File: src/rtl/bin_to_bcd_seq.sv
// bin_to_bcd_seq
//   Sequential binary-to-packed-BCD converter using the shift-and-add-3
//   (double-dabble) method. One binary bit is consumed per clock, so a
//   conversion takes BIN_W cycles after the start is accepted. The digit
//   count is independent of the binary width. Values that do not fit in
//   DIGITS digits are flagged. They are either reduced modulo 10^DIGITS
//   or saturated to all nines.
//
// Parameters
//   BIN_W    : binary operand width (>= 1)
//   DIGITS   : number of BCD output digits (>= 1)
//   SATURATE : 1 = overflowing results read as all nines,
//              0 = overflowing results keep the low DIGITS digits
//
// Ports
//   clk      : clock, rising edge
//   reset    : synchronous reset, active high; aborts a running conversion
//   start    : conversion request, taken only while idle
//   bin_in   : unsigned operand, captured on the accepting edge
//   busy     : conversion in progress
//   done     : one-cycle pulse when bcd_out/overflow take a new result
//   bcd_out  : packed BCD result, most significant digit in the top nibble
//   overflow : last result exceeded 10^DIGITS-1

// Per-digit correction applied before each shift. A digit of 5..9 becomes
// 8..12, so doubling it carries into the next digit exactly as a decimal
// doubling would. The add is confined to the nibble. No inter-digit carry
// is possible because 9+3 still fits in 4 bits.
module bcd_digit_adj (
    input  logic [3:0] din,
    output logic [3:0] dout
);
    always_comb begin
        dout = din;
        if (din >= 4'd5) begin
            dout = din + 4'd3;
        end
    end
endmodule

module bin_to_bcd_seq #(
    parameter int BIN_W    = 8,
    parameter int DIGITS   = 3,
    parameter int SATURATE = 0
) (
    input  logic                clk,
    input  logic                reset,
    input  logic                start,
    input  logic [BIN_W-1:0]    bin_in,
    output logic                busy,
    output logic                done,
    output logic [4*DIGITS-1:0] bcd_out,
    output logic                overflow
);
    localparam int BCD_W = 4 * DIGITS;
    // The counter must be able to hold BIN_W itself, not only BIN_W-1.
    localparam int CNT_W = $clog2(BIN_W + 1);

    localparam logic [0:0] S_IDLE  = 1'b0;
    localparam logic [0:0] S_SHIFT = 1'b1;

    localparam logic [CNT_W-1:0] CNT_LOAD  = CNT_W'(BIN_W);
    localparam logic [CNT_W-1:0] CNT_ONE   = CNT_W'(1);
    localparam logic [BCD_W-1:0] ALL_NINES = {DIGITS{4'h9}};

    logic [0:0]       state;
    logic [BIN_W-1:0] shreg;     // remaining binary bits, MSB leaves first
    logic [BCD_W-1:0] scratch;   // BCD digits being built
    logic [CNT_W-1:0] cnt;       // shifts still to perform
    logic             sticky;    // a 1 has been shifted out of the top digit

    logic [DIGITS-1:0][3:0] dig_adj;
    logic [BCD_W-1:0]       scratch_adj;
    logic [BCD_W-1:0]       scratch_nxt;
    logic                   sticky_nxt;
    logic                   last_shift;

    // Correct every digit in parallel, then treat the corrected scratch as
    // one wide shift register with the binary operand appended below it.
    genvar g;
    generate
        for (g = 0; g < DIGITS; g++) begin : g_dig
            bcd_digit_adj u_adj (
                .din  (scratch[4*g +: 4]),
                .dout (dig_adj[g])
            );
        end
    endgenerate

    // Packed [DIGITS-1:0][3:0] flattens with digit 0 in the low nibble.
    assign scratch_adj = dig_adj;
    assign scratch_nxt = {scratch_adj[BCD_W-2:0], shreg[BIN_W-1]};

    // A set bit leaving the top digit means the corrected top digit was at
    // least 8. That is only possible when the digit was at least 5 before
    // correction, so the doubled value reached 10^DIGITS. This makes the
    // flag exact, not a heuristic.
    assign sticky_nxt = sticky | scratch_adj[BCD_W-1];
    assign last_shift = (cnt == CNT_ONE);

    assign busy = (state == S_SHIFT);

    always_ff @(posedge clk) begin
        if (reset) begin
            state    <= S_IDLE;
            shreg    <= '0;
            scratch  <= '0;
            cnt      <= '0;
            sticky   <= 1'b0;
            done     <= 1'b0;
            bcd_out  <= '0;
            overflow <= 1'b0;
        end else begin
            done <= 1'b0;
            case (state)
                S_IDLE: begin
                    if (start) begin
                        shreg   <= bin_in;
                        scratch <= '0;
                        sticky  <= 1'b0;
                        cnt     <= CNT_LOAD;
                        state   <= S_SHIFT;
                    end
                end
                S_SHIFT: begin
                    scratch <= scratch_nxt;
                    shreg   <= shreg << 1;
                    sticky  <= sticky_nxt;
                    cnt     <= cnt - CNT_ONE;
                    if (last_shift) begin
                        // Publish straight from the next-state values so the
                        // result lands on the same edge as the final shift.
                        state    <= S_IDLE;
                        done     <= 1'b1;
                        overflow <= sticky_nxt;
                        bcd_out  <= ((SATURATE != 0) && sticky_nxt) ? ALL_NINES
                                                                    : scratch_nxt;
                    end
                end
                default: state <= S_IDLE;
            endcase
        end
    end
endmodule

File: config.mk
export PLATFORM = sky130hd
export DESIGN_NAME = bin_to_bcd_seq
export DESIGN_NICKNAME = d
export VERILOG_FILES = /design/src/rtl/bin_to_bcd_seq.sv
export SDC_FILE = /design/constraint.sdc
export NUM_CORES = 1
export LEC_CHECK = 0
export ABC_AREA = 1
export CAP_MARGIN = 20
export CORE_ASPECT_RATIO = 0.9
export CORE_MARGIN = 8
export CORE_UTILIZATION = 45
export CTS_CLUSTER_DIAMETER = 150
export DETAILED_ROUTE_END_ITERATION = 12
export PLACE_DENSITY_LB_ADDON = 0.3
export SYNTH_ARGS = -nofsm -noshare
export SYNTH_HDL_FRONTEND = slang
export SYNTH_SLANG_ARGS = --single-unit
File: constraint.sdc
create_clock -name clk -period 3.18 [get_ports clk]
set_input_delay 0.636 -clock clk [delete_from_list [all_inputs] [get_ports clk]]
set_output_delay 0.636 -clock clk [all_outputs]
set_load 0.02 [all_outputs]
==> reports/qor.csv, run 1 <==
metric;value;unit
ctsResizeCount;0;
cp_cell_sequence;clkdlybuf4s50_1;
cts_buffer_depth;2;
drt_pre_antenna_iters;4;
yosys.area_share.simple;29.53;%
yosys-top-cells-count;nand2_1 (83), dfxtp_1 (40), inv_1 (37), nand3_1 (35), a21oi_1 (18);
seq_area_frac_synth;43.16;%
postCtsHoldBufs;0;
reg2reg_to;cnt[3]$_SDFFE_PP0P_;
max_stage_delay;710;ps
avgSynthCellArea;7.002;µm²
finalCritPeriodShare;72.93;%
m1WireLength;1825;µm
cp_data_required_time;2540;ps
grt_max_degree;15;
place_congestion;0.7937;
setup_tns;0;ps
synth_edf_count;0;
cts.sink_count;40;
rows;22;
synthArstFlopShare;0;%
synth_flop_cell;dfxtp_1;
synth_compound_area_share;11.19;%
period_minus_slack;2319;ps
grtUsageTotal;12.18;%
cp_max_fo;14;
antenna_found_initial;0;
start_kind;flip-flop;
report.power.total;0.9564;mW
syn_nets;284;
ant_nets;0;
min_path_cells;2;
wl_met3;203;µm
synth_xor_area_share;0;%
synth-seq-cells;40;
crit_buf_inv;1;
setup_viol;0;
fillCellCount;395;
cellPowerDensity;429.9;nW/µm²
worstPathArrival;1680;ps
synth_top_area_share;43.16;%
crit_path_top_delay_cell;clkdlybuf4s50_1;
cap_violations;0;
vias;1637;
top_layer;met4;
grt_pass1_vias;1460;
place_ws;869.1;ps
clock.fmax;0.4312;GHz
synthTopCellsByArea;dfxtp_1 (43%), nand2_1 (17%), nand3_1 (9.4%);
areaGrowthSynthToFinish;19.89;%
hold_viol_final;0;
synthMuxAreaShare;0;%
cp_top_family;buffers and inverters;
holdPathEnd;bcd_out[7]$_SDFFE_PP0P_;
synth_area;1856;µm²
nNetsFinal;309;
start_util;46.17;%
met2_length;1708;µm
synthCells;265;
min-delay-start;bcd_out[7]$_SDFFE_PP0P_;
cts_tree;built;
dp_cells;331;
grt_pass1_wl;6644;µm
rsz0062_at_grt;no;
relSlewSlack;60.24;%
fp.dieH;76.92;µm
drt-total-wl;3782;µm
clk_root_buffer_cell;clkbuf_8;
worst_slack;860.7;ps
drive_above_1_share;4.467;%
hold_class;reg -> reg;
yosysMostFrequentCell;nand2_1;
final_cells;339;
maxSlewViolCount;0;
yosys_warnings;0;
worst_slew_pin_slew;594.2;ps
ioPinCount;26;
synth_top_family_by_area;simple AND/OR/NAND/NOR gates;
yosysUniqueCellTypes;22;
clk_latency;290;ps
dpl.hpwl;2761;µm
power.leakage;1.012;nW
grt-ovfl-total;0;
vias_per_cell;4.829;
die_x;83.69;µm
coreArea;4019;µm²
drc;0;
wl_per_cell;11.16;µm
r2r_slack;1280;ps
htreeDepth;2;
skew;7.211;ps
numCtsBuffers;5;
run_status;finished clean;
synth_area_leader_cell;dfxtp_1;
synth_adder_area_share;5.394;%
reg2reg_depth;7;
num_antenna_cells;0;
port_buffers;25;
ir_drop;0.2331;mV
path_class;reg -> out;
drtIter0Drc;92;
r2r-start;busy$_SDFF_PP0_;
end_kind;primary output;
postCtsSetupBuffers;0;
clk_pin_slew;80;ps
dieArea;6437;µm²
==> power by group <==
part	internal [mW]	switching [mW]
sequential	0.513	0.0107
combinational	0.0339	0.0487
clock	0.173	0.177
==> cell families (layout without fill, tap and decap cells) <==
kind of cell / after synthesis / after routing
buffers and inverters: 48 / 74
AO/OA/AOI/OAI: 38 / 38
flip-flops: 40 / 40
AND/OR/NAND/NOR: 131 / 131
adder cells (fa/ha/maj): 8 / 8
==> through the flow <==
step | utilization, % | hold slack [ps] | instance area (µm²)
global route | 55.35 | 470.5 | 2225
global placement | 53.05 | 428.9 | 2132
CTS | 55.35 | 448.3 | 2225
detailed placement | 53.05 | 431.2 | 2132
floorplan | - | 435.5 | 1856
finish | 55.35 | 447.2 | 2225
==> placed cells by master (no fill, tap or decap), types with 2 or more instances in the layout <==
| cell | count |
|---|---|
| nand2_1 | 83 |
| dfxtp_1 | 40 |
| inv_1 | 37 |
| nand3_1 | 35 |
| clkdlybuf4s50_1 | 25 |
| a21oi_1 | 18 |
| o21ai_0 | 11 |
| ha_1 | 8 |
| nor2_1 | 7 |
| clkbuf_8 | 6 |
| a22oi_1 | 3 |
| buf_4 | 3 |
| o21ai_1 | 2 |
| nor2_2 | 2 |
| nor3_1 | 2 |
| clkinv_2 | 2 |
==> worst max path at each step <==
stage	slack [ps]	to	cells past startpoint	start
CTS	840	busy	1	busy$_SDFF_PP0_
floorplan	1780	shreg[1]$_SDFFE_PP0P_	7	start
finish	860	busy	1	busy$_SDFF_PP0_
global route	800	busy	1	busy$_SDFF_PP0_
detailed placement	870	cnt[3]$_SDFFE_PP0P_	7	start
global placement	910	cnt[3]$_SDFFE_PP0P_	7	start
==> registers in the layout, indices dropped and copies added, names as in the netlist <==
register	count
overflow	1
sticky	1
busy	1
cnt	4
scratch	12
bcd_out	12
done	1
shreg	8
==> metal layers <==
| layer | up-vias | GRT usage, % |
|---|---|---|
| li1 | 892 | - |
| met1 | 712 | 15.35 |
| met2 | 27 | 18.74 |
| met3 | 6 | 4.646 |
| met4 | 0 | 3.621 |
| met5 | - | 0 |
==> layout make-up <==
cell class	instances	area [µm²]	area share, %
Timing Repair Buffer	28	272.8	12.26
Clock buffer	6	82.58	3.712
Inverter	38	142.6	6.412
Tap cell	48	60.06	2.700
Clock inverter	2	10.01	0.4499
Multi-Input combinational cell	177	855.8	38.47
Sequential cell	40	800.8	36.00
(Power assumes the default switching activity.)
==> inputs of run 2 (changes only) <==
- clock period: 3.18 -> 2.3 ns (I/O delays scaled with it)
==> run 2 against run 1 <==
Effect of this change: total power rose by 47%; routed wire length up 2.3%; clock-buffer cell count unchanged; global-route usage up 0.46 points; combinational power rose by 45%; clock power is 61% higher; largest power group unchanged; sequential share of layout area fell by 0.48 points; final cell count is 0.59% higher; first-iteration DRC count up 28%; non-clock buffer count grew 2; via count up 1.0%; critical path type unchanged; critical path depth is the same; critical endpoint unchanged.
==> reports/qor.csv, run 2 (synthesis gave the netlist of run 1 again) <==
metric;value;unit
path_class;reg -> out;
grt-ovfl-total;0;
postCtsSetupBuffers;0;
crit_buf_inv;1;
cp_data_required_time;1840;ps
dpl.hpwl;2831;µm
fillCellCount;396;
ir_drop;0.3682;mV
drc;0;
cp_cell_sequence;clkdlybuf4s50_1;
reg.largest.list;bcd_out x12, scratch x12, shreg x8;
drtIter0Drc;118;
numCtsBuffers;5;
postCtsHoldBufs;0;
start_util;46.17;%
hold_class;reg -> reg;
run_status;finished clean;
cap_violations;0;
ant_nets;0;
coreArea;4019;µm²
dieArea;6437;µm²
layout_commonest_cell;nand2_1;
areaGrowthSynthToFinish;21.51;%
power.leakage;1.027;nW
skew;11.67;ps
die_x;83.69;µm
grt_pass1_wl;6927;µm
setup_viol;0;
start_kind;flip-flop;
drt_pre_antenna_iters;4;
nNetsFinal;311;
clk_latency;300;ps
fp.dieH;76.92;µm
grtUsageMet3;3.485;%
num_antenna_cells;0;
cts_buffer_depth;2;
vias;1654;
ioPinCount;26;
use_met1;15.15;%
cts.sink_count;40;
clk_pin_slew;80;ps
ctsResizeCount;0;
max_stage_delay;630;ps
clock.fmax;0.5679;GHz
wl_per_cell;11.34;µm
gr-usage-met2;19.97;%
drive_above_1_share;4.778;%
cellPowerDensity;621.6;nW/µm²
maxSlewViolCount;0;
cp_max_fo;3;
fin_util;56.10;%
place_congestion;0.7838;
port_buffers;25;
grt_pass1_vias;1569;
hold_viol_final;0;
antenna_found_initial;0;
relSlewSlack;65.10;%
cp_top_family;buffers and inverters;
worst_slew_pin_slew;522.9;ps
setup_tns;0;ps
busiest_layer;met2;
crit_path_top_delay_cell;clkdlybuf4s50_1;
layout_common_cells;nand2_1 (83), dfxtp_1 (40), inv_1 (37);
finalCritPeriodShare;76.56;%
drt-total-wl;3868;µm
rows;22;
cts_tree;built;
htreeDepth;2;
rsz0062_at_grt;no;
vias_per_cell;4.850;
clk_root_buffer_cell;clkbuf_8;
worstPathArrival;1300;ps
grtUsageTotal;12.64;%
period_minus_slack;1761;ps
grt_max_degree;21;
end_kind;primary output;
## run 2: cell types whose count changed in the layout (fill, tap and decap cells not counted)
cell       change
clkinv_2       -1
buf_4          +2
clkbuf_1       +1
clkbuf_8       -1
bufinv_16      +1
## run 2: worst paths after layout
check	startpoint	end	slack [ps]	depth (start not counted)
max reg2reg	cnt[1]$_SDFFE_PP0P_	bcd_out[1]$_SDFFE_PP0P_	870	7
max	busy$_SDFF_PP0_	busy	540	1
min	bcd_out[11]$_SDFFE_PP0P_	bcd_out[11]$_SDFFE_PP0P_	450	2
min reg2reg	bcd_out[11]$_SDFFE_PP0P_	bcd_out[11]$_SDFFE_PP0P_	450	2
## run 2: area by class of cell
type / count / area, µm² / area share (%)
multi-input combinational: 177 / 855.8 / 37.96
sequential: 40 / 800.8 / 35.52
timing repair buffer: 30 / 287.8 / 12.76
inverter: 38 / 142.6 / 6.326
clock buffer: 6 / 72.57 / 3.219
tap: 48 / 60.06 / 2.664
clock inverter: 2 / 35.03 / 1.554
## run 2: per-layer routing
layer / part of all wire, % / up-vias
li1: - / 895
met4: 2.4 / 0
met3: 3.9 / 8
met5: 0 / -
met1: 49 / 725
met2: 45 / 26
## run 2: power by group
| group | internal [mW] | switching (mW) |
|---|---|---|
| sequential | 0.709 | 0.0104 |
| clock | 0.322 | 0.240 |
| combinational | 0.0491 | 0.0712 |
| total | 1.08 | 0.321 |
## run 2: stage by stage
stage / total power [mW] / worst slack [ps] / instances / hold slack (ps) / cell area, µm²
final: 1.401 / 539.0 / 341 / 448.3 / 2255
after global routing: 1.459 / 511.2 / 341 / 471.4 / 2255
after CTS: 1.420 / 524.5 / 341 / 452.2 / 2255
after detailed placement: 0.8562 / 446.6 / 333 / 434.9 / 2147
after global placement: 0.8555 / 466.5 / 333 / 429.5 / 2147
after floorplan: 0.8149 / 1064 / 265 / 435.5 / 1856
==> inputs of run 3 (changes only) <==
- clock period: 2.3 -> 1.8 ns (I/O delays scaled with it)
==> run 3 against run 2 <==
Effect of this change: sequential share of layout area fell by 0.39 points; core utilization rose by 0.62 points; clock-buffer cell count unchanged; worst hold slack lost 0.97 ps; non-clock buffer count up 3; clock power rose by 13%; via count decreased by 0.42%; combinational power up 37%; setup slack lost 450 ps; cell area increased by 1.1%; global-route usage grew 0.50 points; sequential power increased by 28%.
==> reports/qor.csv, run 3 (synthesis gave the netlist of run 1 again) <==
metric;value;unit
end_kind;primary output;
drt-total-wl;4034;µm
coreArea;4019;µm²
ioPinCount;26;
drtIter0Drc;86;
hold_class;reg -> reg;
fillCellCount;398;
clk_root_buffer_cell;clkbuf_8;
antenna_found_initial;0;
wl_met3;151;µm
cp_cell_sequence;clkdlybuf4s50_1;
vias_per_cell;4.788;
max_stage_delay;640;ps
cts_tree;built;
skew;8.716;ps
start_kind;flip-flop;
cts.sink_count;40;
drt_pre_antenna_iters;4;
die_x;83.69;µm
design_area;2280;µm²
cp_max_fo;4;
grt_pass1_vias;1607;
start_util;46.17;%
grt-ovfl-total;0;
power.leakage;1.033;nW
layout_common_cells;nand2_1 (83), dfxtp_1 (40), inv_1 (37);
worstPathArrival;1360;ps
hold_viol_final;0;
postCtsSetupBuffers;0;
layout_commonest_cell;nand2_1;
maxSlewViolCount;0;
crit_path_top_delay_cell;clkdlybuf4s50_1;
clk_pin_slew;80;ps
port_buffers;25;
finalCritPeriodShare;95.32;%
setup_viol;0;
path_class;reg -> out;
top_layer;met4;
relSlewSlack;64.75;%
met2_length;1830;µm
drive_above_1_share;6.081;%
cap_violations;0;
dieArea;6437;µm²
worst_slew_pin_slew;528.2;ps
nNetsFinal;314;
rows;22;
ir_drop;0.4296;mV
period_minus_slack;1716;ps
clock.fmax;0.5829;GHz
finalHoldWorstSlack;447.3;ps
clk_latency;300;ps
report.power.total;1.720;mW
place_congestion;0.8078;
cts_buffer_depth;2;
htreeDepth;2;
crit_buf_inv;1;
cp_data_required_time;1440;ps
run_status;finished clean;
vias;1647;
post_dp_cell_area;2182;µm²
grt_pass1_wl;7079;µm
m1WireLength;1980;µm
numCtsBuffers;5;
areaGrowthSynthToFinish;22.86;%
drc;0;
postCtsHoldBufs;0;
cp_top_family;buffers and inverters;
grt_max_degree;21;
ctsResizeCount;0;
wl_per_cell;11.73;µm
rsz0062_at_grt;no;
grtUsageTotal;13.14;%
dpl.hpwl;2922;µm
reg.largest.list;bcd_out x12, scratch x12, shreg x8;
ant_nets;0;
fp.dieH;76.92;µm
setup_tns;0;ps
num_antenna_cells;0;
cellPowerDensity;754.4;nW/µm²
-- run 3: layout make-up --
type	count	area [µm²]	share of cell area (%)
Clock buffer	6	82.58	3.622
Clock inverter	2	15.01	0.6586
Inverter	38	142.6	6.257
Multi-Input combinational cell	177	855.8	37.54
Sequential cell	40	800.8	35.13
Tap cell	48	60.06	2.634
Timing Repair Buffer	33	322.8	14.16
-- run 3: routing by layer --
layer	global-route usage (%)	vias up
met3	3.590	6
met4	6.724	0
met5	0	-
li1	-	900
met1	15.19	715
met2	21.67	26
-- run 3: final timing paths --
| check | from | endpoint | slack [ps] | depth (start not counted) |
|---|---|---|---|---|
| max | busy$_SDFF_PP0_ | busy | 80 | 1 |
| min | bcd_out[11]$_SDFFE_PP0P_ | bcd_out[11]$_SDFFE_PP0P_ | 450 | 2 |
| max reg2reg | scratch[8]$_SDFFE_PP0P_ | scratch[9]$_SDFFE_PP0P_ | 330 | 8 |
| min reg2reg | bcd_out[11]$_SDFFE_PP0P_ | bcd_out[11]$_SDFFE_PP0P_ | 450 | 2 |
-- run 3: per-stage QoR --
stage          instances  util (%)  setup WS (ps)
5_1_grt              344     56.72          53.40
3_5_place_dp         336     54.30          139.2
4_1_cts              344     56.72          77.32
6_report             344     56.72          84.29
3_3_place_gp         336     54.30          202.3
2_1_floorplan        265         -          564.3
-- run 3: where the power goes --
group	internal [mW]	leakage, nW	switching, mW
sequential	0.906	0.324	0.0134
clock	0.310	0.0434	0.325
combinational	0.0714	0.666	0.0939
-- run 3: worst reg2reg max path, delay by kind of cell, from the launching register on --
kind            cells  cell delay [ps]
fa+ha+maj           1              190
compound gates      2              380
simple gates        3              300
buf+inv             2              170
flops               1              370
